## src/rtl/cache_port_arbiter_if.sv

```systemverilog
// Bundles the requester-side and cache-side req/gnt/rvalid signals of the
// cache port arbiter. The arbiter uses the slave modport. The surrounding
// masters and the cache (or a testbench standing in for them) use the master modport.
interface cache_port_arbiter_if #(
  parameter int NUM_MASTERS = 2,
  parameter int ADDR_WIDTH  = 32,
  parameter int DATA_WIDTH  = 32
);
  localparam int BE_WIDTH = DATA_WIDTH / 8;

  // requester side
  logic [NUM_MASTERS-1:0]            m_req_i;
  logic [NUM_MASTERS*ADDR_WIDTH-1:0] m_addr_i;
  logic [NUM_MASTERS*DATA_WIDTH-1:0] m_wdata_i;
  logic [NUM_MASTERS-1:0]            m_we_i;
  logic [NUM_MASTERS*BE_WIDTH-1:0]   m_be_i;
  logic [NUM_MASTERS-1:0]            m_gnt_o;
  logic [NUM_MASTERS-1:0]            m_rvalid_o;
  logic [DATA_WIDTH-1:0]             m_rdata_o;
  logic [NUM_MASTERS-1:0]            m_err_o;

  // cache side
  logic                              c_req_o;
  logic [ADDR_WIDTH-1:0]             c_addr_o;
  logic [DATA_WIDTH-1:0]             c_wdata_o;
  logic                              c_we_o;
  logic [BE_WIDTH-1:0]               c_be_o;
  logic                              c_gnt_i;
  logic                              c_rvalid_i;
  logic [DATA_WIDTH-1:0]             c_rdata_i;
  logic                              c_err_i;

  modport slave (
    input  m_req_i, m_addr_i, m_wdata_i, m_we_i, m_be_i,
    input  c_gnt_i, c_rvalid_i, c_rdata_i, c_err_i,
    output m_gnt_o, m_rvalid_o, m_rdata_o, m_err_o,
    output c_req_o, c_addr_o, c_wdata_o, c_we_o, c_be_o
  );

  modport master (
    output m_req_i, m_addr_i, m_wdata_i, m_we_i, m_be_i,
    output c_gnt_i, c_rvalid_i, c_rdata_i, c_err_i,
    input  m_gnt_o, m_rvalid_o, m_rdata_o, m_err_o,
    input  c_req_o, c_addr_o, c_wdata_o, c_we_o, c_be_o
  );
endinterface

```

## src/rtl/cache_port_arbiter.sv

```systemverilog
// Shares the single core port of the blocking data cache between NUM_MASTERS
// requesters. Only one transaction is in flight at a time. The winning request
// is latched and held on the cache port until it is granted. The response is
// then steered back to the owner.
// Optional feature: define CACHE_ARB_FIXED_PRIO_EN for fixed priority, where
// the lowest index wins. By default arbitration is round-robin.
module cache_port_arbiter #(
  parameter int NUM_MASTERS = 2,
  parameter int ADDR_WIDTH  = 32,
  parameter int DATA_WIDTH  = 32
) (
  input  logic                   clk,
  input  logic                   rst_n,
  cache_port_arbiter_if.slave    bus,
  output logic                   busy_o,
  output logic [2:0]             owner_o
);
  localparam int BE_WIDTH = DATA_WIDTH / 8;

  typedef enum logic [1:0] {IDLE, ISSUE, WAIT_RESP} state_t;

  state_t                r_state;
  state_t                w_state_nxt;
  logic [2:0]            r_owner;
  logic [ADDR_WIDTH-1:0] r_addr;
  logic [DATA_WIDTH-1:0] r_wdata;
  logic                  r_we;
  logic [BE_WIDTH-1:0]   r_be;
  logic                  w_any_req;
  logic [2:0]            w_win;
  logic                  w_latch;

`ifdef CACHE_ARB_FIXED_PRIO_EN
  // Fixed-priority winner: the last assignment is the lowest requesting index.
  always_comb begin
    w_any_req = |bus.m_req_i;
    w_win     = '0;
    for (int i = NUM_MASTERS - 1; i >= 0; i--)
      if (bus.m_req_i[i]) w_win = 3'(i);
  end
`else
  logic [2:0] r_ptr;

  // Round-robin winner: the search starts at r_ptr+1. Looping downwards lets the
  // nearest requester after the pointer make the last assignment.
  always_comb begin
    w_any_req = |bus.m_req_i;
    w_win     = '0;
    for (int i = NUM_MASTERS; i >= 1; i--)
      if (bus.m_req_i[(int'(r_ptr) + i) % NUM_MASTERS])
        w_win = 3'((int'(r_ptr) + i) % NUM_MASTERS);
  end

  // The pointer follows the last winner. The reset value makes master 0 the first to win.
  always_ff @(posedge clk or negedge rst_n) begin
    if (!rst_n)       r_ptr <= 3'(NUM_MASTERS - 1);
    else if (w_latch) r_ptr <= w_win;
  end
`endif

  // State and owner registers.
  // NOTE: sequential state uses non-blocking assignments, so every flop samples
  // the values from before the clock edge, whatever order the statements run in.
  always_ff @(posedge clk or negedge rst_n) begin
    if (!rst_n) begin
      r_state <= IDLE;
      r_owner <= '0;
    end else begin
      r_state <= w_state_nxt;
      if (w_latch) r_owner <= w_win;
    end
  end

  // Payload capture when a request is latched.
  // NOTE: the payload has no reset. It reaches the cache port only while in
  // ISSUE, and it is always written before the FSM enters ISSUE.
  always_ff @(posedge clk) begin
    if (w_latch) begin
      r_addr  <= bus.m_addr_i [int'(w_win)*ADDR_WIDTH +: ADDR_WIDTH];
      r_wdata <= bus.m_wdata_i[int'(w_win)*DATA_WIDTH +: DATA_WIDTH];
      r_we    <= bus.m_we_i   [w_win];
      r_be    <= bus.m_be_i   [int'(w_win)*BE_WIDTH +: BE_WIDTH];
    end
  end

  // Next state and every output. A stray gnt or rvalid is ignored, because the
  // steering is enabled only in the state where that signal is expected.
  // NOTE: every output gets a default first, so no path through the case
  // statement can infer a latch.
  always_comb begin
    w_state_nxt    = r_state;
    w_latch        = 1'b0;
    bus.c_req_o    = 1'b0;
    bus.c_addr_o   = '0;
    bus.c_wdata_o  = '0;
    bus.c_we_o     = 1'b0;
    bus.c_be_o     = '0;
    bus.m_gnt_o    = '0;
    bus.m_rvalid_o = '0;
    bus.m_err_o    = '0;
    bus.m_rdata_o  = '0;
    busy_o         = (r_state != IDLE);
    owner_o        = (r_state == IDLE) ? 3'd0 : r_owner;

    unique case (r_state)
      IDLE: begin
        if (w_any_req) begin
          w_latch     = 1'b1;
          w_state_nxt = ISSUE;
        end
      end
      ISSUE: begin
        bus.c_req_o   = 1'b1;
        bus.c_addr_o  = r_addr;
        bus.c_wdata_o = r_wdata;
        bus.c_we_o    = r_we;
        bus.c_be_o    = r_be;
        for (int i = 0; i < NUM_MASTERS; i++)
          bus.m_gnt_o[i] = bus.c_gnt_i && (r_owner == 3'(i));
        if (bus.c_gnt_i) w_state_nxt = WAIT_RESP;
      end
      WAIT_RESP: begin
        bus.m_rdata_o = bus.c_rdata_i;
        for (int i = 0; i < NUM_MASTERS; i++) begin
          bus.m_rvalid_o[i] = bus.c_rvalid_i && (r_owner == 3'(i));
          bus.m_err_o[i]    = bus.c_rvalid_i && bus.c_err_i && (r_owner == 3'(i));
        end
        // The next transaction is arbitrated in the response cycle, so there is no idle bubble.
        if (bus.c_rvalid_i) begin
          if (w_any_req) begin
            w_latch     = 1'b1;
            w_state_nxt = ISSUE;
          end else begin
            w_state_nxt = IDLE;
          end
        end
      end
      default: w_state_nxt = IDLE;
    endcase
  end
endmodule

```

## src/flat_wrapper.sv

```systemverilog
// flat-port wrapper written by rule: the top's interface ports become plain ports
module cache_port_arbiter_flat 
#(
  parameter int NUM_MASTERS = 2,
  parameter int ADDR_WIDTH  = 32,
  parameter int DATA_WIDTH  = 32
)
  (clk, rst_n, busy_o, owner_o, bus_m_req_i, bus_m_addr_i, bus_m_wdata_i, bus_m_we_i, bus_m_be_i, bus_c_gnt_i, bus_c_rvalid_i, bus_c_rdata_i, bus_c_err_i, bus_m_gnt_o, bus_m_rvalid_o, bus_m_rdata_o, bus_m_err_o, bus_c_req_o, bus_c_addr_o, bus_c_wdata_o, bus_c_we_o, bus_c_be_o);
  cache_port_arbiter_if #(.NUM_MASTERS(NUM_MASTERS), .ADDR_WIDTH(ADDR_WIDTH), .DATA_WIDTH(DATA_WIDTH)) bus_i ();
  input  logic clk;
  input  logic rst_n;
  output logic busy_o;
  output logic [2:0] owner_o;
  input wire logic [$bits(bus_i.m_req_i)-1:0] bus_m_req_i;
  input wire logic [$bits(bus_i.m_addr_i)-1:0] bus_m_addr_i;
  input wire logic [$bits(bus_i.m_wdata_i)-1:0] bus_m_wdata_i;
  input wire logic [$bits(bus_i.m_we_i)-1:0] bus_m_we_i;
  input wire logic [$bits(bus_i.m_be_i)-1:0] bus_m_be_i;
  input wire logic [$bits(bus_i.c_gnt_i)-1:0] bus_c_gnt_i;
  input wire logic [$bits(bus_i.c_rvalid_i)-1:0] bus_c_rvalid_i;
  input wire logic [$bits(bus_i.c_rdata_i)-1:0] bus_c_rdata_i;
  input wire logic [$bits(bus_i.c_err_i)-1:0] bus_c_err_i;
  output wire logic [$bits(bus_i.m_gnt_o)-1:0] bus_m_gnt_o;
  output wire logic [$bits(bus_i.m_rvalid_o)-1:0] bus_m_rvalid_o;
  output wire logic [$bits(bus_i.m_rdata_o)-1:0] bus_m_rdata_o;
  output wire logic [$bits(bus_i.m_err_o)-1:0] bus_m_err_o;
  output wire logic [$bits(bus_i.c_req_o)-1:0] bus_c_req_o;
  output wire logic [$bits(bus_i.c_addr_o)-1:0] bus_c_addr_o;
  output wire logic [$bits(bus_i.c_wdata_o)-1:0] bus_c_wdata_o;
  output wire logic [$bits(bus_i.c_we_o)-1:0] bus_c_we_o;
  output wire logic [$bits(bus_i.c_be_o)-1:0] bus_c_be_o;
  assign bus_i.m_req_i = bus_m_req_i;
  assign bus_i.m_addr_i = bus_m_addr_i;
  assign bus_i.m_wdata_i = bus_m_wdata_i;
  assign bus_i.m_we_i = bus_m_we_i;
  assign bus_i.m_be_i = bus_m_be_i;
  assign bus_i.c_gnt_i = bus_c_gnt_i;
  assign bus_i.c_rvalid_i = bus_c_rvalid_i;
  assign bus_i.c_rdata_i = bus_c_rdata_i;
  assign bus_i.c_err_i = bus_c_err_i;
  assign bus_m_gnt_o = bus_i.m_gnt_o;
  assign bus_m_rvalid_o = bus_i.m_rvalid_o;
  assign bus_m_rdata_o = bus_i.m_rdata_o;
  assign bus_m_err_o = bus_i.m_err_o;
  assign bus_c_req_o = bus_i.c_req_o;
  assign bus_c_addr_o = bus_i.c_addr_o;
  assign bus_c_wdata_o = bus_i.c_wdata_o;
  assign bus_c_we_o = bus_i.c_we_o;
  assign bus_c_be_o = bus_i.c_be_o;
  cache_port_arbiter #(.NUM_MASTERS(NUM_MASTERS), .ADDR_WIDTH(ADDR_WIDTH), .DATA_WIDTH(DATA_WIDTH)) u_core (.clk(clk), .rst_n(rst_n), .bus(bus_i), .busy_o(busy_o), .owner_o(owner_o));
endmodule
```

## config.mk

```make
export PLATFORM = sky130hd
export DESIGN_NAME = cache_port_arbiter_flat
export DESIGN_NICKNAME = d
export VERILOG_FILES = /design/src/rtl/cache_port_arbiter_if.sv /design/src/rtl/cache_port_arbiter.sv /design/src/flat_wrapper.sv
export SDC_FILE = /design/constraint.sdc
export NUM_CORES = 1
export LEC_CHECK = 0
export ABC_AREA = 1
export BUFFER_PORTS_ARGS = -buffer_cell sky130_fd_sc_hd__buf_2
export CAP_MARGIN = 20
export CORE_ASPECT_RATIO = 0.8
export CORE_MARGIN = 8
export CORE_UTILIZATION = 44
export CTS_CLUSTER_DIAMETER = 80
export DETAILED_ROUTE_END_ITERATION = 7
export GPL_ROUTABILITY_DRIVEN = 0
export PLACE_DENSITY = 0.95
export SLEW_MARGIN = 0
export SYNTH_ARGS = -nofsm -noshare
export SYNTH_HDL_FRONTEND = slang
export SYNTH_SLANG_ARGS = --single-unit
```

## constraint.sdc

```tcl
create_clock -name clk -period 7.3 [get_ports clk]
set_input_delay 0 -clock clk [delete_from_list [all_inputs] [get_ports clk]]
set_output_delay 0 -clock clk [all_outputs]
set_load 0.05 [all_outputs]
```

Word-level counts from Yosys, hierarchy flattened
Cells that the tools add are included.
{"block": "word_totals", "register_bits": 75, "inputBits": 177, "output_inout_bits": 112, "wordCells": 63}
{"block": "classes", "addsub": 2, "magnitude_cmp": 3, "n_eq_ne": 6, "shifts": 3, "mux": 28, "n_bitwise": 2, "reduce_logical": 12}
{"operator": "variable part select 64 x 9 -> 32 bit", "count": 2}
{"operator": "2-to-1 mux 32 bit", "count": 3}
{"operator": "2-to-1 mux 1 bit", "count": 13}
{"operator": "2-to-1 mux 2 bit", "count": 6}
{"operator": "2-to-1 mux 3 bit", "count": 3}
{"operator": "variable part select 8 x 6 -> 4 bit", "count": 1}
{"operator": "logical AND 1 bit", "count": 7}
{"operator": "< comparator 2 x 3 -> 1 bit (second input constant)", "count": 2}
{"operator": "case mux 2 bit (3 select lines)", "count": 1}
{"operator": "2-to-1 mux 4 bit", "count": 1}
{"operator": "!= test 2 bit (second input constant)", "count": 2}
{"operator": "equality test 3 x 1 -> 1 bit (second input constant)", "count": 1}
{"operator": "zero test 3 bit", "count": 1}
{"operator": "< comparator 3 x 2 -> 1 bit (second input constant)", "count": 1}
{"operator": "AND reduction 3 bit", "count": 1}
{"operator": "adder 1 bit (second input constant)", "count": 2}
{"operator": "bitwise AND 1 bit (first input constant)", "count": 2}
{"operator": "equality test 2 x 1 -> 1 bit (second input constant)", "count": 1}
{"operator": "equality test 2 bit (second input constant)", "count": 1}
{"operator": "zero test 2 bit", "count": 1}
{"operator": "!= test 2 x 1 -> 1 bit (second input constant)", "count": 1}
{"operator": "case mux 1 bit (2 select lines)", "count": 1}
{"operator": "nonzero test 2 bit", "count": 1}
{"operator": "OR reduction 2 bit", "count": 1}

Logic depth before layout (Yosys ltp)
Gate-level depths: netlist of run 1.
{"block": "depth", "ltp_word": 9, "depth_mapped": 7, "mapped_depth_nobuf": 5}

Least setup slack after synthesis of run 1
OpenSTA, ideal clock, no wires.
{"block": "synth_timing", "kind": "reg2reg", "startpoint": "reg u_core.r_state[1]", "endpoint": "reg u_core.r_addr[0], enable pin", "setup_time_ps": 423, "arrival_time_ps": 1964, "required_ps": 6877, "setup_slack_ps": 4913, "stages_incl_launch_ff": 4, "n_path_buf": 0, "synth_period_minus_slack_ps": 2387, "cell_sequence": "dfrtp_1 nand2_1 nand3_1 inv_1"}
{"block": "synth_between", "elab_chain_cells": 2, "elab_cells_between_ends": 3, "cone_classes": "eq/ne (1); mux (1); reduce/logical (1)"}
{"element": "start, declared", "line": "cache_port_arbiter.sv:22", "source": "state_t r_state;"}
{"element": "start signal, assigned", "line": "cache_port_arbiter.sv:69", "source": "r_state <= w_state_nxt;"}
{"element": "equality test 2 bit or zero test 2 bit (tied branches)", "line": "cache_port_arbiter.sv:105", "source": "unique case (r_state)"}
{"element": "case mux 1 bit (2 select lines) (*)", "line": "cache_port_arbiter.sv:105"}
{"element": "net u_core.w_latch", "line": "cache_port_arbiter.sv:31", "source": "logic w_latch;"}
{"element": "end signal, assigned", "line": "cache_port_arbiter.sv:79", "source": "r_addr <= bus.m_addr_i [int'(w_win)*ADDR_WIDTH +: ADDR_WIDTH];"}
{"element": "end, declared", "line": "cache_port_arbiter.sv:25", "source": "logic [ADDR_WIDTH-1:0] r_addr;"}
Mark *: on every way through the listed nets, which the timed path passes. The rest lies on a longest branch.
A chain may end at the register's enable or synchronous reset.

Final worst setup path of run 1
{"block": "layout_timing", "startpoint": "reg u_core.r_ptr[0]", "endpoint": "reg u_core.r_addr[30], data pin"}
{"block": "layout_between", "elab_chain_cells": 7, "elab_cells_between_ends": 13, "cone_classes": "add/sub (2); shift (1); mux (8); bitwise (2)"}
{"element": "start, declared", "line": "cache_port_arbiter.sv:42", "source": "logic [2:0] r_ptr;"}
{"element": "start signal, assigned", "line": "cache_port_arbiter.sv:56", "source": "if (!rst_n) r_ptr <= 3'(NUM_MASTERS - 1);"}
{"element": "start signal, assigned", "line": "cache_port_arbiter.sv:57", "source": "else if (w_latch) r_ptr <= w_win;"}
{"element": "adder 1 bit", "line": "cache_port_arbiter.sv:50, cache_port_arbiter.sv:51"}
{"element": "2-to-1 mux 1 bit (not written as such) (3 in a row)", "line": "cache_port_arbiter.sv:50", "source": "if (bus.m_req_i[(int'(r_ptr) + i) % NUM_MASTERS])"}
{"element": "2-to-1 mux 3 bit", "line": "cache_port_arbiter.sv:50"}
{"element": "2-to-1 mux 3 bit (*)", "line": "cache_port_arbiter.sv:50"}
{"element": "variable part select 64 x 9 -> 32 bit (*)", "line": "cache_port_arbiter.sv:79"}
Every way passes the cells marked *; elsewhere a longest branch is shown, timed or not. The select of a mux whose other input is x is not followed.

==> metrics.txt, run 1 <==
status=completed; fin. max-slew vios=0; Port Buffers=286; most frequent cell after synthesis=nand2_1; worst-path fanout max=70; crit end category=register; antenna-violating nets left=0; Post-synth top cells=215 x nand2_1, 111 x inv_1, 107 x nor2_1; drt pass-1 iters=5; final hold vios=0; Slew HR=41.58%; Synth Flop Type=edfxtp_1; gr usage total=27.51%; Mapped Area=3994 sq um; Synth Area per Inst=between 7 and 8 sq um; synth top area cells=edfxtp_1 52%, nand2_1 20%, inv_1 10%; die height=101.2 um; clock transition at the registers of the reported paths=roughly 0.060 ns; Lkg Pwr=roughly 4.2 nW; Post-Syn Instances=~550; register bit total from synthesis=73; Syn-to-layout area delta=82.14%; maximum VDD drop=0.2791 mV; full die area=12400 sq um; WS Path Type=register to register; Ports=289; clk_skew=between 0.01 and 0.015 ns; min cycle time layout=2.165 ns; Yosys top cell by area=edfxtp_1; DR iter-0 viols=around 300; CTS Buf Count=9; core region area=8921 sq um; drt drc=0; via count=5066; CTS Buffer Depth=2; Worst EP required=7.48 ns; CTS tree=yes; routed len/inst=16.65 um; Worst-Margin Slew=0.8763 ns; grt total ovfl=0; largest net degree at the start of global routing=75; startpoint type of the worst setup path=register; fillers=around 500; max-cap violation count=0; H-tree depth=3; Final Util=81.54%; Row Count=31; Peak Freq=0.4619 GHz; Post-synth EDFFs=69; Seq/Total Area, Yosys=54.42%; Setup TNS Final=0 ns; clk sink count=73; Root Driver=clkbuf_16; unrepaired setup endpoints after global routing=no; fin crit share=roughly 30%; first-pass GRT wire length=~26 mm; setup repair bufs after CTS=0; HPWL Detailed=approximately 10 mm; Power Density=385.5 nW/um^2; Final Hold Slack=0.02720 ns; Synth top area share=between 50% and 60%; vias per cell=4.673; final net count=1140; Async S/R FF share, synth=5.479%; initial antenna violation count=1; Yosys cell types=16; Yosys warnings=0; initial core utilization=between 40 and 50%; Die X=122.5 um; drt total wl=between 15 and 20 mm; number of global-route vias before repair=~5400; min-delay worst type=primary input to asynchronous set/reset pin; clock latency at the later pin of the worst-skew pair=~0.32 ns; fraction of layout cells with a size suffix above 1=32.19%; setup violators final=0; CP Data Arrival Time=2.34 ns
==> where the power goes <==
group	switching [mW]	internal, mW	leakage (nW)	total [mW]
Combinational	1.23	0.384	3.36	1.61
Sequential	0.0526	0.648	0.713	0.701
Clock	0.163	0.331	0.158	0.494
Total	1.44	1.36	4.23	2.80
==> path summary, 6_finish.rpt <==
check | startpoint | endpoint | slack [ns] | cells past startpoint
min in group clk | bus_m_req_i[1] | u_core.r_ptr[0] | 0.12 | 5
min | rst_n | u_core.r_owner[0] | 0.03 | 2
min reg2reg | u_core.r_ptr[0] | u_core.r_ptr[0] | 0.49 | 2
max in group asynchronous | rst_n | u_core.r_ptr[0] | 7.07 | 2
max reg2reg | u_core.r_ptr[0] | u_core.r_addr[30] | 5.13 | 5
max | u_core.r_ptr[0] | u_core.r_addr[30] | 5.13 | 5
==> registers in the layout (all words and copies together), names as in the netlist <==
signal,cells
u_core.r_state,2
u_core.r_ptr,1
u_core.r_wdata,32
u_core.r_owner,1
u_core.r_addr,32
u_core.r_we,1
u_core.r_be,4
==> final cells by class <==
type / instances / area [sq um] / area share (%)
timing repair buffer: 432 / 2913 / 40.04
sequential: 73 / 2173 / 29.88
multi-input combinational: 334 / 1281 / 17.61
inverter: 113 / 424.2 / 5.831
clock buffer: 9 / 225.2 / 3.096
tap: 115 / 143.9 / 1.978
clock inverter: 5 / 106.4 / 1.462
antenna: 3 / 7.507 / 0.1032
==> what timing repair did <==
item,4_1_cts,5_1_grt
gates resized for setup,0,0
hold endpoints to repair,75,0
hold buffers,141,0
setup endpoints to repair,0,0
==> layer usage <==
| metal | wire length (um) | GRT usage [%] | part of all wire, % | vias up |
|---|---|---|---|---|
| li1 | - | - | - | 2421 |
| met1 | 5605 | 25.90 | 31 | 2233 |
| met2 | 9468 | 51.51 | 52 | 350 |
| met3 | 2165 | 9.638 | 12 | 62 |
| met4 | 808 | 14.58 | 4.5 | 0 |
| met5 | 0 | 0 | 0 | - |
==> worst max-delay path, stage by stage (launching register included) <==
cell           delay (ns)
dfstp_2              0.38
a21oi_4              0.15
buf_4                0.61
nand2_1              0.15
nand2_1              0.14
dlygate4sd3_1        0.58
==> layout by cell type (no fill, tap or decap), drive strengths merged <==
cell	synthesis	final
a21oi	1	1
buf	12	291
bufinv	0	3
clkbuf	15	9
clkinv	0	1
clkinvlp	0	1
conb	1	2
dfrtp	3	3
dfstp	1	1
diode	0	3
dlygate4sd3	0	141
edfxtp	69	69
inv	113	113
nand2	215	215
nand3	3	3
nor2	107	107
nor3	4	4
o21ai	1	1
o22ai	1	1
==> through the flow <==
step	std cells	cell area (sq um)	power, mW	setup slack [ns]
floorplan	547	3998	1.780	4.913
global placement	924	5477	2.115	5.468
detailed placement	924	5477	2.140	5.380
CTS	1079	7219	2.752	4.886
global route	1082	7269	2.920	5.053
finish	1084	7274	2.804	5.135
==> cell families (layout without fill, tap and decap cells) <==
group                  after synthesis  count (layout)  synth area share, %
AO/OA/AOI/OAI                        3               3               0.6893
other                                1               5              0.09389
buffers and inverters              140             559                13.66
flip-flops                          73              73                54.42
AND/OR/NAND/NOR                    329             329                31.14
(Power assumes the default switching activity.)
==> run 2, diff against run 1 <==
Settings changed: ABC_AREA 1 to 0, CORE_UTILIZATION 44 to 37, PLACE_DENSITY 0.95 to 0.88.
Clock period 7.3 ns to 1.88 ns, I/O delays scaled along.
==> run 2 against run 1 <==
Register-to-register slack lost 4.8 ns; via count shrank 22%; critical path depth shrank 1; area after synthesis shrank 3.0%; worst setup slack lost 4.9 ns; count of clock-buffer cells in the layout is the same; combinational power grew to 3.7 times the previous value; critical endpoint is now bus_c_addr_o[17]; first-iteration DRC count shrank 60%; final area shrank 1.5%; utilization shrank 12 points; flip-flop and latch count is the same.
==> metrics.txt, run 2 <==
CP max stage cell=dfrtp_1; grt total ovfl=0; Synth Area per Inst=13.64 sq um; Post-synth top cells=102 x and2_1, 69 x edfxtp_1, 65 x mux2_2; drt pass-1 iters=4; full die area=~14000 sq um; non-filler cells in the finished layout=856; commonest cells after routing, fill and taps aside=286 x buf_2, 140 x dlygate4sd3_1, 102 x and2_1; setup violators final=0; Setup TNS Final=0 ns; CTS resizes=0; Buf+Inv Stages, Crit Path=2; unrepaired setup endpoints after global routing=no; vias per cell=4.603; initial core utilization=37.84%; CTS Buf Count=9; Sw Share=49.85%; antenna-violating nets left=0; via count=3940; Mapped Area=a little under 4000 sq um; final net count=slightly below 900; clock latency at the later pin of the worst-skew pair=0.33 ns; Power Density=1431 nW/um^2; clk_skew=0.007577 ns; clk sink count=73; largest net degree at the start of global routing=a little over 40; Post-synth EDFFs=69; Yosys top cell by area=edfxtp_1; Port Buffers=286; min-delay worst type=primary input to asynchronous set/reset pin; fraction of layout cells with a size suffix above 1=53.08%; min cycle time layout=between 1.5 and 2 ns; Peak Freq=0.5912 GHz; die height=between 100 and 150 um; startpoint type of the worst setup path=register; gr usage total=22.31%; HPWL Detailed=10.43 mm; commonest non-fill, non-tap cell in the layout=buf_2; Worst EP required=between 1.5 and 2 ns; fin crit share=89.98%; status=completed; H-tree depth=3; number of global-route vias before repair=about 4500; CTS tree=yes; Int Pwr=5.145 mW; crit path cell chain=nor2b_4, buf_4, and2_1, buf_2; Async S/R FF share, synth=5.479%; Row Count=33; first-pass GRT wire length=roughly 24 mm; Max stage delay on crit path=0.43 ns; fin. max-slew vios=0; Placed Instances=698; register bit total from synthesis=73; Yosys warnings=0; clock transition at the registers of the reported paths=about 0.05 ns; Syn-to-layout area delta=84.99%; final hold vios=0; Post-Syn Instances=approximately 280; DR iter-0 viols=120; Synth Flop Type=edfxtp_1; Lkg Pwr=3.387 nW; CP Data Arrival Time=1.69 ns; top flop regs=u_core.r_addr x32, u_core.r_wdata x32, u_core.r_be x4; Synth top area share=53.47%; Reg power frac=about a quarter; largest delay contributor family on the critical path=buffers and inverters; Clk pwr share=16.4%; WS Path Type=register to output port; crit end category=output port; initial antenna violation count=0; drt total wl=16.24 mm; routed len/inst=around 19 um; Logic pwr share=58.0%; drt drc=0; core region area=10240 sq um; max-cap violation count=0; most frequent cell after synthesis=and2_1; Yosys cell types=27; synth top area cells=edfxtp_1 53%, mux2_2 19%, and2_1 16%; Psw=between 5 and 6 mW; worst-path fanout max=38; Ports=289; maximum VDD drop=between 0.8 and 0.9 mV; Seq/Total Area, Yosys=56.09%; Root Driver=clkbuf_16; Die X=130.4 um; CTS Buffer Depth=2
[run 2: cell types whose count changed in the layout (fill, tap and decap cells not counted), moves of 2 or more]
cell        change
clkinv_2        +2
mux2_2         +65
inv_1         -108
clkinvlp_4      +2
nand3_1         -3
and2_1        +102
buf_12          +3
nor2_1        -106
inv_2           -3
nand2_1       -213
and3_1          +2
bufinv_16       -2
mux2_1          +6
nor3_1          -4
[run 2: layer usage]
layer / wire length [um] / track usage (%)
met5: 0 / 0
met3: 1738 / 9.059
met1: 5270 / 20.34
met2: 8440 / 40.97
met4: 791 / 13.16
[run 2: final cells by class]
type,count,area [sq um]
tap,140,175.2
antenna,2,5.005
fill,714,3072
clock buffer,9,225.2
sequential,73,2173
timing repair buffer,433,2935
multi-input combinational,190,1575
clock inverter,7,71.32
inverter,2,7.507
[run 2: logic make-up after synthesis]
family / share of synthesized area (%)
other cells: 0.09678
mux: 20.63
flops: 56.09
buf+inv: 3.746
compound gates: 1.066
simple gates: 18.37
[run 2: what timing repair did]
| action | CTS | global route |
|---|---|---|
| hold endpoints to repair | 75 | 0 |
| hold buffers | 140 | 0 |
| buffers inserted | 0 | 0 |
[run 2: metrics by stage]
step | cell area (sq um) | setup slack [ns] | hold slack [ns] | utilization [%] | power (mW)
floorplan | 3886 | 0.1614 | -0.2956 | - | 6.894
global placement | 5465 | 0.4252 | -0.1913 | 53.37 | 8.249
detailed placement | 5465 | 0.3813 | -0.1848 | 53.37 | 8.351
CTS | 7163 | 0.1584 | 0.01524 | 69.95 | 10.30
global route | 7163 | 0.07260 | 0.03519 | 69.95 | 10.67
finish | 7168 | 0.1884 | 0.02696 | 70.00 | 10.26
[run 2: power groups by stage]
stage                     registers [mW]  clock network [mW]  logic, mW
after floorplan                     2.58                   0       4.31
after global placement              2.61                   0       5.64
after detailed placement            2.64                   0       5.71
after CTS                           2.61                1.74       5.95
after global routing                2.66                1.79       6.22
final                               2.63                1.68       5.95
[run 2: worst reg2reg max path, delay by kind of cell, from the launching register on]
kind	cells	cell delay [ns]
AO/OA/AOI/OAI	1	0.22
multiplexers	1	0.42
flip-flops	1	0.38
buffers and inverters	1	0.26
[run 2: path summary, 6_finish.rpt]
path,startpoint,endpoint,slack (ns),cells after the start
min reg2reg,u_core.r_state[0],u_core.r_state[1],0.54,1
max in group asynchronous,rst_n,u_core.r_ptr[0],1.65,2
max,u_core.r_state[1],bus_c_addr_o[17],0.19,4
max reg2reg,u_core.r_ptr[0],u_core.r_addr[18],0.36,3
min,rst_n,u_core.r_state[0],0.03,2
min in group clk,bus_c_rvalid_i,u_core.r_state[1],0.11,3
==> run 3, diff against run 2 <==
Settings changed: CORE_UTILIZATION 37 to 44, PLACE_DENSITY 0.88 to 0.95.
Clock period 1.88 ns to 1.95 ns, I/O delays scaled along.
==> run 3 against run 2 <==
The flow now stops in clock tree synthesis; area after synthesis is the same; synthesized cell count unchanged.
==> metrics.txt, run 3 <==
Root Driver=clkbuf_8; die height=99.94 um; Yosys top cell by area=edfxtp_1; most frequent cell after synthesis=and2_1; Async S/R FF share, synth=5.479%; Synth top area share=53.47%; synth top area cells=edfxtp_1 53%, mux2_2 19%, and2_1 16%; initial core utilization=a little under half; Die X=between 100 and 150 um; HPWL Detailed=9.874 mm; setup repair bufs after CTS=0; Mapped Area=3875 sq um; Yosys warnings=0; Post-Syn Instances=284; Run Error=[ERROR RSZ-0060] Max buffer count reached.; Yosys cell types=27; H-tree depth=3; status=did not finish; Synth Area per Inst=~14 sq um; Post-synth top cells=102 x and2_1, 69 x edfxtp_1, 65 x mux2_2; Row Count=30; Synth Flop Type=edfxtp_1; CTS Buf Count=9; Placed Instances=670; CTS Buffer Depth=2; hold buffer count at CTS=138; CTS resizes=0; clk sink count=73; Ports=289; register bit total from synthesis=73; Post-synth EDFFs=69; Port Buffers=286; Seq/Total Area, Yosys=56.09%; Stopped at=clock tree synthesis
[run 3: through the flow]
stage	setup slack (ns)	hold slack, ns	util, %	area, sq um
detailed placement	0.3514	-0.1883	63.44	5405
global placement	0.4086	-0.1938	63.44	5405
floorplan	0.2314	-0.2956	-	3886
[run 3: cell families after synthesis]
family	share of synthesized area (%)
AO/OA/AOI/OAI	1.066
buffers and inverters	3.746
flip-flops	56.09
multiplexers	20.63
other	0.09678
AND/OR/NAND/NOR	18.37
==> run 4, diff against run 3 <==
Settings changed: CORE_ASPECT_RATIO 0.8 to default, CORE_UTILIZATION 44 to 40, CTS_CLUSTER_DIAMETER 80 to default, PLACE_DENSITY 0.95 to default, PLACE_DENSITY_LB_ADDON from default to 0.15.
==> run 4 against run 3 <==
The flow now finishes without violations.
==> metrics.txt, run 4 (same netlist as run 2, synthesis figures left out) <==
commonest cells after routing, fill and taps aside=286 x buf_2, 140 x dlygate4sd3_1, 102 x and2_1; sequential cell area=2173 sq um; final net count=887; commonest non-fill, non-tap cell in the layout=buf_2; drt pass-1 iters=4; fraction of layout cells with a size suffix above 1=52.31%; clk_skew=0.01114 ns; Row Count=36; Reg power frac=a little over a quarter; Psw=4.805 mW; startpoint type of the worst setup path=register; die height=about 110 um; full die area=13090 sq um; Sw Share=52.08%; Placed Instances=slightly below 700; Setup TNS Final=0 ns; grt total ovfl=0; fin. max-slew vios=0; Power Density=1316 nW/um^2; worst-case reg-to-reg path depth=3; multi-input logic area=1575 sq um; Syn-to-layout area delta=80.95%; Die X=114.4 um; via count=around 3900; first-pass GRT wire length=22.94 mm; status=completed; Root Driver=clkbuf_8; Port Buffers=286; initial antenna violation count=1; Clk pwr share=10.9%; H-tree depth=3; largest net degree at the start of global routing=41; clk sink count=73; drt total wl=15.36 mm; CTS Buffer Depth=2; maximum VDD drop=0.7243 mV; CTS Buf Count=9; non-filler cells in the finished layout=851; fillers=671; Peak Freq=0.5883 GHz; CTS tree=yes; WS Path Type=register to output port; drt drc=0; post-route design area=7012 sq um; Worst EP required=1.95 ns; HPWL Detailed=9.962 mm; crit end category=output port; Lkg Pwr=approximately 3.3 nW; Int Pwr=4.421 mW; routed len/inst=18.04 um; unrepaired setup endpoints after global routing=no; min cycle time layout=1.700 ns; worst reg2reg endpoint=u_core.r_be[2]; initial core utilization=about two fifths; number of global-route vias before repair=4393; CP Data Arrival Time=~1.7 ns; Ports=between 200 and 300; setup repair bufs after CTS=0; final hold vios=0; clock latency at the later pin of the worst-skew pair=0.34 ns; FF-to-FF setup slack=0.39 ns; top flop regs=u_core.r_addr x32, u_core.r_wdata x32, u_core.r_be x4; vias per cell=4.569; gr usage total=22.87%; clock transition at the registers of the reported paths=around 0.070 ns; DP Area=5451 sq um; core region area=9594 sq um; Final Util=73.08%; fin crit share=a little under 90%; setup violators final=0; min-delay worst type=primary input to asynchronous set/reset pin; worst-path fanout max=38; Logic pwr share=~62%; antenna-violating nets left=0; max-cap violation count=0; DR iter-0 viols=137; worst reg2reg path startpoint=u_core.r_state[1]
run 4: critical path, stage by stage (launching register included):
cell and delay, ns:
dfrtp_1 0.44, nor2b_4 0.13, buf_4 0.30, nand2_1 0.12
nor2_1 0.09, buf_2 0.28
run 4: worst max-delay path by stage:
stage	slack [ns]	to	from
final	0.25	bus_m_gnt_o[0]	u_core.r_state[1]
after global routing	0.12	bus_m_gnt_o[0]	u_core.r_state[0]
after CTS	0.22	bus_m_gnt_o[0]	u_core.r_state[1]
after detailed placement	0.42	u_core.r_addr[17]	u_core.r_state[1]
after global placement	0.44	u_core.r_wdata[19]	u_core.r_state[1]
after floorplan	0.23	bus_m_gnt_o[0]	u_core.r_state[0]
run 4: per-layer routing:
metal | global-route usage [%] | share of wire (%)
met2 | 44.49 | 55
met4 | 14.46 | 4.1
met3 | 6.593 | 8.9
met5 | 0 | 0
met1 | 19.86 | 32
run 4: power by group through the flow:
stage          logic (mW)  registers, mW  clock network, mW
5_1_grt              5.98           2.55               1.08
2_1_floorplan        4.16           2.49                  0
4_1_cts              5.71           2.50               1.02
3_3_place_gp         5.45           2.51                  0
3_5_place_dp         5.48           2.54                  0
6_report             5.71           2.51               1.00
run 4: stage by stage:
stage	hold slack [ns]	setup slack, ns	power (mW)
6_report	0.03467	0.2501	9.226
5_1_grt	0.02784	0.1182	9.612
4_1_cts	0.01126	0.2169	9.233
3_5_place_dp	-0.1914	0.4194	8.019
3_3_place_gp	-0.1920	0.4382	7.964
2_1_floorplan	-0.2956	0.2314	6.646
run 4: repair_timing:
action	in CTS	in global routing
endpoints found under the setup margin	0	0
resized for setup	0	0
hold buffers	140	0
hold endpoints to repair	75	0
run 4: final cells by class:
type | count | area share (%)
multi-input cells | 190 | 22.47
clock buffers | 15 | 2.088
diodes | 3 | 0.1071
clock inverters | 1 | 0.07138
flip-flops and latches | 73 | 31.00
well taps | 133 | 2.373
inverters | 2 | 0.1071
repair buffers | 434 | 41.79
